**config.mk**
```make
export PLATFORM = sky130hd
export DESIGN_NAME = mem_arbiter
export DESIGN_NICKNAME = d
export VERILOG_FILES = /design/src/rtl/mem_arbiter.sv
export SDC_FILE = /design/constraint.sdc
export NUM_CORES = 1
export LEC_CHECK = 0
export BUFFER_PORTS_ARGS = -buffer_cell sky130_fd_sc_hd__buf_2
export CAP_MARGIN = 5
export CORE_ASPECT_RATIO = 1.4
export CORE_UTILIZATION = 44
export DETAILED_ROUTE_END_ITERATION = 16
export PLACE_DENSITY_LB_ADDON = 0.25
export SLEW_MARGIN = 20
export SYNTH_ARGS = -nofsm -noshare
export SYNTH_HDL_FRONTEND = slang
export SYNTH_SLANG_ARGS = --single-unit
```
**constraint.sdc**
```tcl
create_clock -name clk -period 1.7 [get_ports clk]
set_input_delay 0.34 -clock clk [delete_from_list [all_inputs] [get_ports clk]]
set_output_delay 0.34 -clock clk [all_outputs]
set_load 0.01 [all_outputs]
```
**src/rtl/mem_arbiter.sv**
```systemverilog
// Two-port arbiter serialising CPU (port 0) and loader/debug (port 1) accesses onto one memory.
// Build option: define ARB_ROUND_ROBIN_EN for round-robin conflicts; default is fixed priority to port 0.
module mem_arbiter #(
   parameter int W  = 8,
   parameter int AW = 5
) (
   input  logic            clk,
   input  logic            rst,
   input  logic [1:0]      req,
   input  logic [1:0]      wr,
   input  logic [2*AW-1:0] addr,
   input  logic [2*W-1:0]  wdata,
   output logic [1:0]      gnt,
   output logic [1:0]      done,
   output logic [W-1:0]    rdata,
   output logic            mem_rd,
   output logic            mem_wr,
   output logic [AW-1:0]   mem_addr,
   output logic [W-1:0]    mem_wdata,
   input  logic [W-1:0]    mem_rdata,
   output logic            busy
);

   localparam logic [1:0] S_IDLE   = 2'd0;
   localparam logic [1:0] S_GRANT  = 2'd1;
   localparam logic [1:0] S_ACCESS = 2'd2;
   localparam logic [1:0] S_DONE   = 2'd3;

   logic [1:0]    state_q, state_d;
   logic          win_q, win_d;
   logic          wr_q, wr_d;
   logic [AW-1:0] addr_q, addr_d;
   logic [W-1:0]  wdata_q, wdata_d;
   logic [W-1:0]  rdata_q, rdata_d;
   logic          pick;

`ifdef ARB_ROUND_ROBIN_EN
   logic last_q, last_d;

   // On a conflict the port that did not win last time is served.
   always_comb begin
      if (req == 2'b11) pick = ~last_q;
      else              pick = ~req[0];
   end

   assign last_d = (state_q == S_IDLE && req != 2'b00) ? pick : last_q;

   always_ff @(posedge clk) begin
      if (rst) last_q <= 1'b1;
      else     last_q <= last_d;
   end
`else
   assign pick = ~req[0];
`endif

   always_comb begin
      // NOTE: every next-state value is defaulted first so no branch can infer a latch.
      state_d = state_q;
      win_d   = win_q;
      wr_d    = wr_q;
      addr_d  = addr_q;
      wdata_d = wdata_q;
      rdata_d = rdata_q;
      unique case (state_q)
         S_IDLE: begin
            if (req != 2'b00) begin
               state_d = S_GRANT;
               win_d   = pick;
               wr_d    = wr[pick];
               addr_d  = pick ? addr[2*AW-1:AW] : addr[AW-1:0];
               wdata_d = pick ? wdata[2*W-1:W]  : wdata[W-1:0];
            end
         end
         S_GRANT:  state_d = S_ACCESS;
         S_ACCESS: state_d = S_DONE;
         S_DONE: begin
            state_d = S_IDLE;
            if (!wr_q) rdata_d = mem_rdata;
         end
         default:  state_d = S_IDLE;
      endcase
   end

   // NOTE: reset is synchronous, so it lives inside the clocked block; non-blocking keeps all registers edge-consistent.
   always_ff @(posedge clk) begin
      if (rst) begin
         state_q <= S_IDLE;
         win_q   <= 1'b0;
         wr_q    <= 1'b0;
         addr_q  <= '0;
         wdata_q <= '0;
         rdata_q <= '0;
      end else begin
         state_q <= state_d;
         win_q   <= win_d;
         wr_q    <= wr_d;
         addr_q  <= addr_d;
         wdata_q <= wdata_d;
         rdata_q <= rdata_d;
      end
   end

   assign gnt       = (state_q == S_GRANT) ? {win_q, ~win_q} : 2'b00;
   assign done      = (state_q == S_DONE)  ? {win_q, ~win_q} : 2'b00;
   assign mem_rd    = (state_q == S_ACCESS) && !wr_q;
   assign mem_wr    = (state_q == S_ACCESS) &&  wr_q;
   assign mem_addr  = addr_q;
   assign mem_wdata = wdata_q;
   assign rdata     = rdata_q;
   assign busy      = (state_q != S_IDLE);

endmodule
```
Word-level counts from Yosys, hierarchy flattened. Index checks and enable logic that the tools add are counted.

Reduce and logical (&&, ||, !) cells: 8. Magnitude comparators: 1. Bitwise operators: 3. Muxes and demuxes: 8. Equality and inequality tests: 4.

Operators with widths (number): two-way mux 8 bit (1); one-hot mux 2 bit (4 select lines) (1); two-way mux 2 bit (3); two-way mux 5 bit (1); == test 2 bit, second input constant (2); AND reduction 2 bit (2); nonzero test 2 bit (2); NOT 1 bit (3); == test 2 x 1 -> 1 bit, second input constant (1); logical AND 1 bit (2); logical NOT 2 bit (1); less-than comparator 1 x 2 -> 1 bit, second input constant (1); two-way mux 1 bit (2); inequality test 2 bit, second input constant (1); logical NOT 1 bit (1).

Output and inout bits: 28. Logic and storage cells: 30. Register bits: 25. Bits of input ports: 40.

Longest topological paths before layout. Gate-level depths: netlist of run 1.

Depth in word-level cells: 3. Mapped depth: 7. Gate-level depth less buffers: 5.

Worst setup path after synthesis of run 1. Ideal clock, no wire load.

Path kind: register to register. Start: reg state_q[0]. End: reg state_q[1]. Data required time: 1.571 ns. Arrival time: 1.174 ns. Stages on the path, launching flop included: 6. Buffers on the path: 0. Library setup time: 0.129 ns. Period minus slack after synthesis: 1.303 ns. Path slack: 0.397 ns. Cell sequence: dfxtp_1 inv_1 ha_1 or3b_4 mux2i_1 nor2_1.

Cells in the longest elaborated chain, start to end: 2. Elaborated cells between the ends (all ways): 6. Those cells by class: 4 x eq/ne; 1 x mux; 1 x reduce/logical.

Ends and longest elaborated chain: start, declared (RTL line 29) `logic [1:0] state_q, state_d;`; start signal, assigned (RTL line 94) `state_q <= state_d;`; == test 2 bit (tied with other cells) (RTL line 64) `unique case (state_q)`; one-hot mux 2 bit (4 select lines) / inequality test 2 bit (equally long branches).

Parallel ways exist; a longest one is shown, timed or not. A chain may end at the register's enable or synchronous reset.

Worst setup path after layout of run 1.
Start: reg state_q[1]. End: out gnt[1].

Cells in the longest elaborated chain, start to end: 2.

Ends and longest elaborated chain: == test 2 x 1 -> 1 bit (RTL line 103) `assign gnt = (state_q == S_GRANT) ? {win_q, ~win_q} : 2'b00;`; two-way mux 2 bit (RTL line 103); end, declared (RTL line 13) `output logic [1:0] gnt,`.

Every way passes these cells.

==> results.cfg, run 1 <==
[worst_setup_path]
r2r_slack_ns = 0.29
crit_slowest_cell = dfxtp_1
r2r-end = state_q[1]
crit_path_start_kind = flop
required_ns = 1.36
reg2reg_from = state_q[0]
cp_cell_sequence = inv_1, ha_1, and2_1, buf_2
endpoint_kind = primary output
max_stage_delay_ns = 0.39
reg2reg_depth = 5
crit_type = flop to primary output
crit_fanout = 4
crit_family = flip-flops
path_buf_inv = 2
arrival_ns = 1.27

[hold_path]
hp-start = req[0]
worstHoldEndpoint = win_q
min_path_type = input port to flop
hold_path_depth = 2

[layout]
final_cells = 217
nNetsFinal = 227
drive_above_1_share = 0.525
final_cell_mix = 67 x buf_2, 24 x dfxtp_1, 23 x mux2i_1
nFillCells = 254
multi_input_area_um2 = 659
seqCellArea_um2 = 504
layout_commonest_cell = buf_2
area_delta_synth_final_pct = 29.8
n_antenna_cell = 0

[timing]
maxSlewViolCount = 0
relSlewSlack = 0.622
rsz0062_at_grt = no
max_freq_mhz = 622
finalSetupViolations = 0
timing.final.crit_share = 0.945
hold_viol = 0
tns_ns = 0
tightest_slew_ns = 0.567
skew_ns = 0.000677
finalCriticalPeriod_ns = 1.61

[synth]
syn_inst = 116
syn-num-nets = 161
synth_top_family_by_area = multiplexers
yosys.area_share.adder = 0.0503
synthSimpleGateAreaFrac = 0.132
synth_area_um2 = 1240
yosysSeqAreaShare = 0.402
synth_compound_gate_area_share = 0.163
ys_seq_elements = 25
ys_warn_count = 0
synthXorXnorAreaFrac = 0
ys_types = 18
synthMuxAreaShare = 0.185
synth_area_per_cell_um2 = 10.7

[drt]
routed_wl_mm = 2.46
drtAntennaViolNets = 0
drc_errors = 0
via_count = 1048
drt_iter0_markers = 23
dr.pass1.iters = 3
wl_per_cell_um = 11.3
vias_per_cell = 4.83

[placement]
dp_cells = 213
io_buffer_count = 67
gp_routability_congestion = 0.690
hpwl_mm = 1.98

[power_and_ir_drop]
vdd_drop_max_mv = 0.742
leakage_nw = 0.800
p_per_area_nw_per_um2 = 1360

[global_route]
grt_pass1_vias = 925
grt_overflow_total = 0
grt_pass1_wl_mm = 3.66
antenna_found_initial = 0
grt.total_usage = 0.163
grt_max_degree = 29

[floorplanning]
die_w_um = 47.0
initial_utilization = 0.471
die_area_um2 = 3050
io_pins = 68
fp.dieH_um = 64.9
coreArea_um2 = 2640
rows = 22

[run_status]
status = finished clean

[cts]
clkTransAtPathRegs_ns = 0.13
htree_levels = 1
cts_tree = yes
cts.sinks = 25
hold_buffers = 0
clk_latency_ns = 0.31
cts_setup_buffers = 0
clock_path_buffers = 2
cts_made_buffers = 3
clockRootBuffer = clkbuf_4

[flow_run]
drv_cap = 0
state kept, by name, indices dropped and copies added (netlist names):
signal / cells
mem_addr: 5
state_q: 2
mem_wdata: 8
wr_q: 1
rdata: 8
win_q: 1
per-layer routing:
layer | track usage | vias up | wire (um)
met5 | 0 | - | 0
met4 | 0.0714 | 0 | 38
met3 | 0.0251 | 4 | 145
met2 | 0.307 | 42 | 1350
met1 | 0.162 | 472 | 926
li1 | - | 530 | -
worst register-to-register path, delay by kind of cell, from the launching register on:
kind                     cells  cell delay [ns]
AND/OR/NAND/NOR              2             0.46
flip-flops                   1             0.38
adder cells (fa/ha/maj)      1             0.21
multiplexers                 1             0.15
buffers and inverters        1             0.09
through the flow:
step | hold slack (ns) | cell area [um2] | util | power [mW] | setup WS [ns]
final | 0.244 | 1620 | 0.612 | 2.20 | 0.0931
after global routing | 0.242 | 1620 | 0.612 | 2.36 | 0.00162
after CTS | 0.234 | 1610 | 0.610 | 2.23 | 0.000677
after detailed placement | 0.490 | 1590 | 0.600 | 1.97 | 0.293
after global placement | 0.469 | 1590 | 0.600 | 1.91 | 0.359
after floorplan | 0.487 | 1240 | - | 1.68 | 0.397
kinds of logic after synthesis:
group,Yosys count
adder cells (fa/ha/maj),5
AO/OA/AOI/OAI,18
multiplexers,23
flip-flops,25
buffers and inverters,12
AND/OR/NAND/NOR,33
worst max-delay path by stage:
stage	cells after the start	slack [ns]	from	end
global placement	5	0.36	state_q[0]	state_q[1]
global route	4	0.002	state_q[0]	mem_wr
detailed placement	5	0.29	state_q[0]	state_q[1]
CTS	4	0.0007	state_q[0]	mem_wr
floorplan	5	0.40	state_q[0]	state_q[1]
finish	4	0.09	state_q[1]	gnt[1]
cells in the mapped netlist:
master,number,share of area
buf_6,3,0.027
buf_4,1,0.0060
clkbuf_1,2,0.0060
a211oi_2,14,0.14
a211oi_1,2,0.012
nor2_1,19,0.057
nor2_2,6,0.030
or3b_4,1,0.0090
nor2b_1,4,0.020
ha_1,5,0.050
dfxtp_1,25,0.40
a21oi_1,1,0.0040
inv_1,3,0.0090
buf_2,2,0.0080
mux2i_1,23,0.18
and2_1,3,0.015
buf_8,1,0.012
o21a_1,1,0.0060
timing repair:
action                     CTS  global route
setup endpoints to repair    0             2
hold endpoints to repair     0             0
resized for setup            0             2
cell type report:
cell class                 count  area share
multi-input combinational     79       0.408
sequential                    25       0.312
timing repair buffer          70       0.229
tap                           36      0.0279
clock buffer                   4      0.0163
inverter                       3     0.00697
power by group:
group          internal (mW)  switching (mW)  total [mW]
logic                  0.499           0.567        1.07
registers              0.761           0.113       0.874
clock network         0.0915           0.164       0.256
total                   1.35           0.845        2.20
Power figures use the tool's default switching activity.
==> run 2: changes to the inputs <==
--- a/config.mk
+++ b/config.mk
@@ -11,6 +11,7 @@
 export CORE_UTILIZATION = 44
 export DETAILED_ROUTE_END_ITERATION = 16
 export PLACE_DENSITY_LB_ADDON = 0.25
+export REMOVE_ABC_BUFFERS = 1
 export SLEW_MARGIN = 20
 export SYNTH_ARGS = -nofsm -noshare
 export SYNTH_HDL_FRONTEND = slang
==> results.cfg, run 2 (same netlist as run 1, synthesis figures left out) <==
[timing]
setup_slack_ns = 0.110
tns_ns = 0
hold_viol = 0
rsz0062_at_grt = no
skew_ns = 0.00269
maxSlewViolCount = 0
tightest_slew_ns = 0.591
timing.final.crit_share = 0.935
finalSetupViolations = 0
finalCriticalPeriod_ns = 1.59
max_freq_mhz = 629
relSlewSlack = 0.606
timing.hold.ws_ns = 0.267

[placement]
pre_cts_ws_ns = 0.259
hpwl_mm = 2.03
io_buffer_count = 67
dp_cells = 214
postPlaceCellArea_um2 = 1580
gp_routability_congestion = 0.740

[layout]
area_delta_synth_final_pct = 29.5
nFillCells = 274
nNetsFinal = 228
layout_commonest_cell = buf_2
multi_input_area_um2 = 662
final_cells = 218
n_antenna_cell = 0
fin_util = 0.610
drive_above_1_share = 0.538
final_cell_mix = 67 x buf_2, 23 x mux2i_1, 23 x dfxtp_1
seqCellArea_um2 = 503
fin_area_um2 = 1610

[global_route]
grt_pass1_wl_mm = 4.11
grt_pass1_vias = 1041
grt_use_met2 = 0.344
grt.total_usage = 0.180
grtUsageMet1 = 0.193
antenna_found_initial = 0
grt_util_met3 = 0.0251
grt_overflow_total = 0
grt_max_degree = 26
busiest_layer = met2

[flow_run]
drv_cap = 0

[floorplanning]
rows = 22
initial_utilization = 0.471
coreArea_um2 = 2640
io_pins = 68
die_area_um2 = 3050
die_w_um = 47.0
fp.dieH_um = 64.9

[drt]
vias_per_cell = 4.87
via_count = 1061
drtAntennaViolNets = 0
wl_per_cell_um = 11.5
drt_iter0_markers = 26
routed_wl_mm = 2.52
dr.pass1.iters = 4
drc_errors = 0

[run_status]
status = finished clean

[power_and_ir_drop]
p_per_area_nw_per_um2 = 1360
power.total_mw = 2.19
vdd_drop_max_mv = 0.686
leakage_nw = 0.799

[cts]
clockRootBuffer = clkbuf_4
cts_tree = yes
hold_buffers = 0
cts_made_buffers = 3
clkTransAtPathRegs_ns = 0.13
clock_path_buffers = 2
cts.sinks = 25
clk_latency_ns = 0.30
htree_levels = 1

[worst_setup_path]
crit_fanout = 4
crit_type = flop to primary output
crit_path_start_kind = flop
arrival_ns = 1.25
required_ns = 1.36
endpoint_kind = primary output

[hold_path]
min_path_type = input port to flop
[run 2: cell type report]
| cell class | instances | area share |
|---|---|---|
| repair buffers | 71 | 0.227 |
| flip-flops and latches | 25 | 0.312 |
| inverters | 3 | 0.00698 |
| well taps | 36 | 0.0279 |
| clock buffers | 4 | 0.0163 |
| multi-input cells | 79 | 0.410 |
[run 2: worst paths after layout]
check | startpoint | endpoint | slack (ns) | depth (start not counted)
setup / recovery | state_q[1] | gnt[1] | 0.11 | 4
hold / removal | mem_rdata[6] | rdata[6] | 0.27 | 3
setup reg to reg | state_q[1] | state_q[1] | 0.26 | 5
hold reg to reg | rdata[1] | rdata[1] | 0.51 | 2
[run 2: what timing repair did]
item	4_1_cts	5_1_grt
setup buffers	0	0
endpoints found under the setup margin	0	4
gates resized for setup	0	3
hold endpoints to repair	0	0
[run 2: routing by layer]
metal	share of wire	up-vias
met4	0.0064	0
met1	0.39	498
met3	0.039	2
met5	0	-
met2	0.56	32
li1	-	529
[run 2: report_power, final]
group	leakage, nW	switching (mW)	internal (mW)	total [mW]
Clock	0.0150	0.162	0.0914	0.253
Combinational	0.578	0.582	0.484	1.07
Sequential	0.206	0.110	0.760	0.870
[run 2: critical path, cell delays in order (launching register included)]
cell and delay, ns:
dfxtp_2 0.39, inv_1 0.09, ha_1 0.20, and2_1 0.15, buf_2 0.13
==> run 3: changes to the inputs <==
--- a/config.mk
+++ b/config.mk
@@ -10,6 +10,7 @@
 export CORE_ASPECT_RATIO = 1.4
 export CORE_UTILIZATION = 44
 export DETAILED_ROUTE_END_ITERATION = 16
+export GPL_TIMING_DRIVEN = 0
 export PLACE_DENSITY_LB_ADDON = 0.25
 export REMOVE_ABC_BUFFERS = 1
 export SLEW_MARGIN = 20
==> results.cfg, run 3 (same netlist as run 1, synthesis figures left out) <==
[timing]
max_freq_mhz = 620
timing.final.crit_share = 0.949
finalSetupViolations = 0
setup_slack_ns = 0.0863
rsz0062_at_grt = no
maxSlewViolCount = 0
hold_viol = 0
tns_ns = 0
timing.hold.ws_ns = 0.270
tightest_slew_ns = 0.607
relSlewSlack = 0.595
skew_ns = 0.000902
finalCriticalPeriod_ns = 1.61

[cts]
cts_tree = yes
htree_levels = 1
cts_made_buffers = 3
clock_path_buffers = 2
cts.sinks = 25
clk_latency_ns = 0.30
clkTransAtPathRegs_ns = 0.12
cts_setup_buffers = 0
clockRootBuffer = clkbuf_4

[power_and_ir_drop]
leakage_nw = 0.783
switching_share = 0.389
power.total_mw = 2.14
vdd_drop_max_mv = 0.713
power_switching_mw = 0.833
p_per_area_nw_per_um2 = 1350
p_comb_frac = 0.478
power_frac_seq = 0.405
power_frac_clock = 0.117
intPower_mw = 1.31

[floorplanning]
rows = 22
initial_utilization = 0.471
io_pins = 68
die_area_um2 = 3050
coreArea_um2 = 2640
fp.dieH_um = 64.9
die_w_um = 47.0

[drt]
vias_per_cell = 4.83
wl_per_cell_um = 11.0
drc_errors = 0
dr.pass1.iters = 4
drt_iter0_markers = 14
via_count = 1033
routed_wl_mm = 2.36
drtAntennaViolNets = 0

[layout]
layout_commonest_cell = buf_2
fin_area_um2 = 1590
area_delta_synth_final_pct = 27.7
drive_above_1_share = 0.534
final_cell_mix = 67 x buf_2, 23 x mux2i_1, 23 x dfxtp_1
fin_util = 0.602
nNetsFinal = 224
n_antenna_cell = 0
nFillCells = 258
final_cells = 214

[worst_setup_path]
required_ns = 1.36
crit_path_start_kind = flop
endpoint_kind = primary output
reg2reg_depth = 4
crit_fanout = 4
arrival_ns = 1.27
crit_type = flop to primary output

[placement]
dp_cells = 210
pre_cts_ws_ns = -0.139
hpwl_mm = 1.78
gp_routability_congestion = 0.662
io_buffer_count = 67
postPlaceCellArea_um2 = 1550

[global_route]
grt_max_degree = 29
grt_pass1_vias = 922
antenna_found_initial = 0
grt_overflow_total = 0
grt_pass1_wl_mm = 3.77
grt.total_usage = 0.168

[hold_path]
min_path_type = input port to flop
hold_path_depth = 3

[run_status]
status = finished clean

[flow_run]
drv_cap = 0
[run 3: cell count changes in the layout (fill, tap and decap cells not counted), sizes merged]
cell | previous run | this run
buf | 71 | 67
[run 3: what timing repair did]
action,4_1_cts,5_1_grt
hold buffers,0,0
endpoints found under the setup margin,15,4
hold endpoints to repair,0,0
resized for setup,2,2
[run 3: worst paths after layout]
| check | from | slack [ns] | endpoint |
|---|---|---|---|
| min | mem_rdata[0] | 0.27 | rdata[0] |
| max reg2reg | state_q[0] | 0.18 | rdata[4] |
| min reg2reg | rdata[0] | 0.51 | rdata[0] |
| max | state_q[0] | 0.09 | mem_wr |
[run 3: cell type report]
cell class / count / area [um2] / area share
multi-input cells: 79 / 669 / 0.421
flip-flops and latches: 25 / 503 / 0.316
repair buffers: 67 / 335 / 0.211
well taps: 36 / 45.0 / 0.0283
clock buffers: 4 / 26.3 / 0.0165
inverters: 3 / 11.3 / 0.00708
[run 3: power groups by stage]
stage / Clock, mW / Sequential, mW / Combinational, mW
after floorplan: 0 / 0.929 / 0.635
after global placement: 0 / 0.864 / 0.994
after detailed placement: 0 / 0.875 / 1.02
after CTS: 0.268 / 0.864 / 1.04
after global routing: 0.288 / 0.890 / 1.14
final: 0.251 / 0.868 / 1.02
[run 3: critical path, stage by stage, from the launching register on]
cell and delay (ns):
dfxtp_2 0.38, inv_1 0.08, ha_1 0.22, and2_1 0.16, buf_2 0.13
[run 3: layer usage]
| layer | global-route usage | part of all wire | up-vias |
|---|---|---|---|
| li1 | - | - | 522 |
| met1 | 0.189 | 0.41 | 475 |
| met2 | 0.299 | 0.54 | 34 |
| met3 | 0.0223 | 0.050 | 2 |
| met4 | 0.0714 | 0.0089 | 0 |
| met5 | 0 | 0 | - |
